$ cat src/rtl/score_bcd_packer.sv
// Packs a 16-bit user ID and a saturated binary score into the 32-bit display word.
// The score is converted to packed BCD by a sequential shift-add-3 (double-dabble) engine;
// the output register is written once per conversion so the display never sees partial digits.
module score_bcd_packer #(
    parameter int unsigned SCORE_BITS   = 14,
    parameter int unsigned SCORE_DIGITS = 4,
    parameter int unsigned SCORE_MAX    = 9999
) (
    input  logic                  clk,
    input  logic                  rst_n,
    input  logic                  load_i,
    input  logic [15:0]           user_id_i,
    input  logic [SCORE_BITS-1:0] score_i,
    output logic                  busy_o,
    output logic                  done_o,
    output logic [31:0]           user_id_score_o
);

    localparam int unsigned BcdW = 4 * SCORE_DIGITS;
    localparam int unsigned CntW = $clog2(SCORE_BITS + 1);

    localparam logic [SCORE_BITS-1:0] ScoreMax = SCORE_BITS'(SCORE_MAX);
    localparam logic [CntW-1:0]       CntInit  = CntW'(SCORE_BITS);
    localparam logic [CntW-1:0]       CntOne   = CntW'(1);

    // StWrap is the single cycle after the last shift, used to publish the result.
    typedef enum logic [1:0] {
        StIdle,
        StConv,
        StWrap
    } state_e;

    state_e                state_q, state_d;
    logic [15:0]           id_q, id_d;
    logic [SCORE_BITS-1:0] bin_q, bin_d;
    logic [BcdW-1:0]       bcd_q, bcd_d;
    logic [BcdW-1:0]       bcd_adj;
    logic [CntW-1:0]       cnt_q, cnt_d;
    logic [31:0]           out_q, out_d;
    logic                  done_q, done_d;

    // Add-3 correction: every digit >= 5 is bumped so the following shift carries correctly.
    always_comb begin
        bcd_adj = bcd_q;
        for (int i = 0; i < int'(SCORE_DIGITS); i++) begin
            if (bcd_q[4*i +: 4] >= 4'd5) begin
                bcd_adj[4*i +: 4] = bcd_q[4*i +: 4] + 4'd3;
            end
        end
    end

    // Next-state logic: capture in idle, shift while converting, publish on wrap.
    always_comb begin
        state_d = state_q;
        id_d    = id_q;
        bin_d   = bin_q;
        bcd_d   = bcd_q;
        cnt_d   = cnt_q;
        out_d   = out_q;
        done_d  = 1'b0;

        unique case (state_q)
            StIdle: begin
                if (load_i) begin
                    id_d    = user_id_i;
                    bin_d   = (score_i > ScoreMax) ? ScoreMax : score_i;
                    bcd_d   = '0;
                    cnt_d   = CntInit;
                    state_d = StConv;
                end
            end
            StConv: begin
                {bcd_d, bin_d} = {bcd_adj, bin_q} << 1;
                cnt_d          = cnt_q - CntOne;
                if (cnt_q == CntOne) begin
                    state_d = StWrap;
                end
            end
            StWrap: begin
                // Load requests here are dropped; only idle accepts work.
                out_d   = 32'({id_q, bcd_q});
                done_d  = 1'b1;
                state_d = StIdle;
            end
            default: begin
                state_d = StIdle;
            end
        endcase
    end

    // State and datapath registers; reset aborts any conversion and clears the output.
    always_ff @(posedge clk or negedge rst_n) begin
        if (!rst_n) begin
            state_q <= StIdle;
            id_q    <= '0;
            bin_q   <= '0;
            bcd_q   <= '0;
            cnt_q   <= '0;
            out_q   <= '0;
            done_q  <= 1'b0;
        end else begin
            state_q <= state_d;
            id_q    <= id_d;
            bin_q   <= bin_d;
            bcd_q   <= bcd_d;
            cnt_q   <= cnt_d;
            out_q   <= out_d;
            done_q  <= done_d;
        end
    end

    assign busy_o          = (state_q == StConv);
    assign done_o          = done_q;
    assign user_id_score_o = out_q;

endmodule

$ cat config.mk
export PLATFORM = sky130hd
export DESIGN_NAME = score_bcd_packer
export DESIGN_NICKNAME = d
export VERILOG_FILES = /design/src/rtl/score_bcd_packer.sv
export SDC_FILE = /design/constraint.sdc
export NUM_CORES = 1
export LEC_CHECK = 0
export ABC_AREA = 1
export BUFFER_PORTS_ARGS = -buffer_cell sky130_fd_sc_hd__buf_4
export CELL_PAD_IN_SITES_DETAIL_PLACEMENT = 0
export CELL_PAD_IN_SITES_GLOBAL_PLACEMENT = 2
export CORE_UTILIZATION = 36
export DETAILED_ROUTE_END_ITERATION = 12
export PLACE_DENSITY = 0.95
export RECOVER_POWER = 25
export SYNTH_ARGS = -nofsm -noshare
export SYNTH_HDL_FRONTEND = slang
export SYNTH_SLANG_ARGS = --single-unit
$ cat constraint.sdc
create_clock -name clk -period 2.1 [get_ports clk]
set_input_delay 0.21 -clock clk [delete_from_list [all_inputs] [get_ports clk]]
set_output_delay 0.21 -clock clk [all_outputs]
set_load 0.05 [all_outputs]
**Word level (Yosys, flattened, before mapping)**

Index checks and enable logic that the tools add are counted.

- Add/sub/neg operators: 5
- Multiply operators: 0
- Divide/modulo/power cells: 0
- $lt $le $gt $ge: 5
- Equal/unequal tests: 5
- Shift-type cells: 0
- Multiplexer cells: 15
- Bitwise operators: 0
- Reductions and logical operators: 5

Operators by type and width:

| operator | count |
|---|---|
| one-hot mux 16 bit (2 select lines) | 1 |
| two-way mux 14 bit | 2 |
| one-hot mux 14 bit (2 select lines) | 1 |
| greater-or-equal comparator 4 x 3 -> 1 bit (second input constant) | 4 |
| two-way mux 16 bit | 1 |
| two-way mux 4 bit | 4 |
| > comparator 14 bit (second input constant) | 1 |
| adder 4 x 2 -> 4 bit (second input constant) | 3 |
| one-hot mux 4 bit (2 select lines) | 1 |
| AND reduction 2 bit | 3 |
| equality test 4 x 1 -> 1 bit (second input constant) | 1 |
| two-way mux 2 bit | 2 |
| one-hot mux 2 bit (2 select lines) | 1 |
| subtractor 4 x 1 -> 4 bit (second input constant) | 1 |
| adder 3 x 2 -> 3 bit (second input constant) | 1 |
| two-way mux 3 bit | 1 |
| equality test 2 x 1 -> 1 bit (second input constant) | 1 |
| equality test 2 bit (second input constant) | 1 |
| logical NOT 2 bit | 1 |
| != test 2 x 1 -> 1 bit (second input constant) | 1 |
| != test 2 bit (second input constant) | 1 |
| nonzero test 2 bit | 1 |
| two-way mux 1 bit | 1 |

- Bits in registers: 85
- Latch bits: 0
- RAM bits: 0
- Bits in read-only memories: 0
- Bits of input ports: 33
- Output and inout port bits: 34
- Memories: 0

**Logic depth before layout (Yosys ltp)**

- Depth after elaboration: 4
- Depth in mapped cells: 9
- Mapped depth without buffers: 8

**Least setup slack after synthesis**

Ideal clock, no wire load.

- Path kind: flip-flop to flip-flop
- From: register state_q[0]
- To: register bcd_q[14]
- Library setup time: 0.082 ns
- Arrival: 1.117 ns
- Required time: 2.018 ns
- Setup slack: 0.901 ns
- Stages on the path, launching flop included: 7
- Buffers on the path: 2
- Period minus slack after synthesis: 1.199 ns
- Path through: dfrtp_1 -> inv_2 -> nor2_4 -> buf_4 -> buf_4 -> nand2_1 -> o22ai_1

- Cells in the longest elaborated chain, start to end: 3
- Elaborated cells between the ends (all ways): 6
- Classes of those cells: 2 x eq/ne; 1 x mux; 3 x reduce/logical

Ends and longest elaborated chain:

| element | RTL line | RTL |
|---|---|---|
| start: declaration | 33 | `state_e state_q, state_d;` |
| start signal: assignment | 94 | `state_q <= StIdle;` |
| start signal: assignment | 102 | `state_q <= state_d;` |
| equality test 2 x 1 -> 1 bit * | n/a |  |
| via busy_o | 14 | `output logic busy_o,` |
| nonzero test 2 bit (no source line) | n/a |  |
| AND reduction 2 bit (no source line) | n/a |  |
| end signal: assignment | 97 | `bcd_q <= '0;` |
| end signal: assignment | 105 | `bcd_q <= bcd_d;` |
| end: declaration | 36 | `logic [BcdW-1:0] bcd_q, bcd_d;` |

Mark *: on every way through the listed nets, which the timed path passes. The rest lies on a longest branch.
A chain may end at the register's enable or synchronous reset.

**Worst setup path after layout**

- From: register state_q[0]
- To: output port busy_o

- Cells in the longest elaborated chain, start to end: 1

Ends and longest elaborated chain:

| element | RTL line | RTL |
|---|---|---|
| equality test 2 x 1 -> 1 bit | 112 | `assign busy_o = (state_q == StConv);` |
| end: declaration | 14 |  |

Every way passes these cells.

==> results.md <==
- The switching share of total power is 0.4436.
- The share of total power in the clock network is 0.166.
- 67 I/O pins were placed.
- The number of buffers on the longest clock path is 2.
- For the pin with the worst max-slew slack, the measured transition is 1.191 ns.
- The number of antenna violations at the first check in global routing is 0.
- Counting cells, the worst reg-to-reg path comes to 7.
- The average detailed-routed wire length per instance is 11.75 µm.
- The first-pass iteration count of the detailed router is 4.
- The worst-case clock skew is approximately 0.0097 ns.
- The critical path required time is about 1.9 ns.
- The total inserted antenna cells is 0.
- The sequential power share is 0.372.
- The flow ran to the end, and the final reports show no timing, DRC or antenna violations.
- For this run, design rule violations remaining after detail routing come to 0.
- In the detailed route, the total length drawn on met2 is 3341 µm.
- The category of the worst setup path capture point is an output port.
- The port buffer count is 66.
- The floorplan core area is 9910 µm².
- The sort of element at the start of the critical path is a register.
- The root buffer cell chosen for the clock tree is clkbuf_8.
- The final-layout setup total negative slack is 0 ns.
- The worst hold path belongs to the class primary input to register.
- The capture point of the worst reg-to-reg path is cnt_q[2].
- The maximum operating frequency is a little under 600 MHz.
- The setup slack at placement is approximately 0.66 ns.
- The global router's overall resource usage is 0.1487.
- The tool flagged a number of max-cap violations equal to 0.
- For this block, wires on met1 add up to 3775 µm.
- The launch instance of the worst register-to-register path is state_q[0].
- The starting DRC count in detailed routing is about 130.
- The detail route stage leaves a number of antenna-violating nets equal to 0.
- The logic gate share of total power is 0.462.
- The initial utilization of the core area, before any placement, comes to 0.3779.
- The hold slack is ~0.054 ns.
- In the synthesized netlist, the number of instances is between 400 and 500.
- The launch instance of the worst min-delay path is user_id_i[2].
- The count of non-filler cells in the finished layout is ~640.
- The first global-routing pass estimated 13,010 µm of wire.
- Entering global routing, the biggest net connects between 50 and 60 pins.
- The worst min-delay path endpoint is id_q[2].
- Along the worst path, the maximum fanout reaches 29.
- The die height is 104.0 µm.
- The worst register-to-register path has a setup slack of slightly below 0.5 ns.
- The peak ir drop on the vdd network is 675.3 µV.
- The share of the clock period used by the worst path is 0.8163.
- The die covers around 11,000 µm².
- The layout overhead on the synthesized area is 22.35%.
- The clock tree synthesis step divided the H-tree into 3 levels.
- The total overflow left after global routing is 0.
- The CTS sink count is 85.
- Counting I/O delays and the setup requirement, the final critical path takes ~1.7 ns.
- The total standard cell area after synthesis is 3745 µm².
- For the worst setup path, the data arrival time is 1.50 ns.
- TritonCTS created 9 clock buffers.
- The number of hold violations in the final report is 0.
- The mean cell area of the mapped netlist is 8.689 µm².
- Wires add up to 7487 µm.
- After detailed routing, no signal wire sits above met4.
- Of the synthesized area, sequential elements account for 0.5680.
- Setup repair after global routing left no endpoint under its margin.
- Summed over all nets, wire length on met3 after detailed routing comes to about 300 µm.
- The placer congestion estimate is 0.7250.
- The final setup violation count is 0.
- The per-cell via count in the routed design is 4.576.
- The power density relative to cell area is 1674 nW/µm².
- Across all setup checks in the final design, the least slack found is 0.3858 ns.
- The chip width is approximately 100 µm.
- The start point of the critical path is state_q[0].
- The count of final max-slew check failures is 0.
- The number of placed cells counting well taps is 620.
- The clock transition at the registers of the reported paths is 0.08 ns.
- The number of flip-flops and latches in the synthesized netlist is 85.
- The number of global-route vias before repair was 2,799.
- Counting instances, the worst hold path has a depth of 3.
- The net total in the final layout is 542.
- The row count is 36.
- The count of yosys warnings during synthesis is 0.
- The final-layout fill cell count is between 1,000 and 1,500.
- The relative slew slack is 0.2062.
- The distinct cell type count after synthesis is 24.
- The final route contains 2,915 vias.
- In this run the power spent charging and discharging nets is 3.402 mW.
- The clock reaches the later pin of the worst-skew pair after 0.35 ns.
- In this run the static leakage power is 2.381 nW.
- Cell internal power was estimated by the tool at 4.267 mW.
- In the final layout, the share of cells above drive strength 1 is 0.1905.
- The category of the critical setup timing path is register to output port.
- The TritonCTS clock tree is yes.
- The net count after synthesis is ~470.
- The final cell utilization of the core is 0.4624.
- The HPWL after detailed placement is 5210 µm.
[metal layers]
layer	vias to the layer above	global-route usage
met4	0	0.03980
met3	12	0.03947
met1	1347	0.1955
met5	-	0
li1	1501	-
met2	55	0.2424
[layout by cell type, fill, tap and decap left out, types with 6 or more instances in the layout]
| master | n |
|---|---|
| nor2_1 | 31 |
| o21ai_0 | 51 |
| nand2_1 | 146 |
| clkbuf_8 | 10 |
| inv_1 | 38 |
| o22ai_1 | 6 |
| nand3_1 | 17 |
| ha_1 | 10 |
| o21ai_1 | 7 |
| buf_4 | 70 |
| dfrtp_1 | 85 |
[synth_stat cells, drive strengths merged]
cell type	instances	area, µm²
nand2	148	565.6
dfrtp	85	2127
o21ai	58	290.3
inv	43	161.4
nor2	33	141.4
nand3	17	85.08
buf	14	100.1
ha	10	125.1
o22ai	6	37.54
a22oi	5	37.54
a21oi	3	15.01
clkbuf	3	11.26
xor2	3	26.28
a31oi	1	6.260
nand4	1	6.260
o221ai	1	8.760
[how the worst max path moves through the flow]
stage	endpoint	slack (ns)	cells past startpoint
6_report	busy_o	0.39	4
5_1_grt	busy_o	0.29	4
4_1_cts	busy_o	0.32	4
3_5_place_dp	bin_q[1]	0.66	8
3_3_place_gp	bin_q[2]	0.71	8
2_1_floorplan	bcd_q[14]	0.90	6
[timing repair]
| item | 4_1_cts | 5_1_grt |
|---|---|---|
| resized for setup | 0 | 0 |
| hold buffers | 1 | 0 |
| endpoints found under the hold margin | 45 | 0 |
| buffers inserted | 0 | 0 |
[worst max-delay path: stages, from the launching register on]
cell and delay [ns]:
dfrtp_1 0.40, inv_2 0.07, nor2_4 0.09, buf_4 0.33
buf_4 0.27
[power by group through the flow]
stage / sequential (mW) / clock, mW / combinational (mW)
finish: 2.85 / 1.27 / 3.55
global route: 2.95 / 1.39 / 3.93
CTS: 2.86 / 1.32 / 3.60
detailed placement: 2.89 / 0 / 3.59
global placement: 2.87 / 0 / 3.51
floorplan: 3.82 / 0 / 1.63
[area by class of cell]
type | count | area [µm²] | area share
clock buffers | 11 | 141.4 | 0.03086
clock inverters | 5 | 83.83 | 0.01830
inverters | 43 | 161.4 | 0.03523
multi-input cells | 286 | 1338 | 0.2919
flip-flops and latches | 85 | 2127 | 0.4642
well taps | 133 | 166.4 | 0.03632
repair buffers | 74 | 564.3 | 0.1232
[kinds of logic after synthesis]
family          Yosys count  share of synthesized area
fa+ha+maj                10                    0.03341
buf+inv                  60                    0.07284
simple gates            199                     0.2132
xor+xnor                  3                   0.007018
flops                    85                     0.5680
compound gates           74                     0.1056
[flip-flops by register name (all words and copies together) (netlist names)]
signal           count
cnt_q                4
bin_q               14
bcd_q               16
state_q              2
id_q                16
user_id_score_o     32
done_o               1
[through the flow]
stage | power, mW | cell area, µm²
2_1_floorplan | 5.445 | 3745
3_3_place_gp | 6.381 | 4360
3_5_place_dp | 6.478 | 4360
4_1_cts | 7.780 | 4596
5_1_grt | 8.267 | 4582
6_report | 7.669 | 4582
No activity file was read; power rests on OpenSTA's default activity.
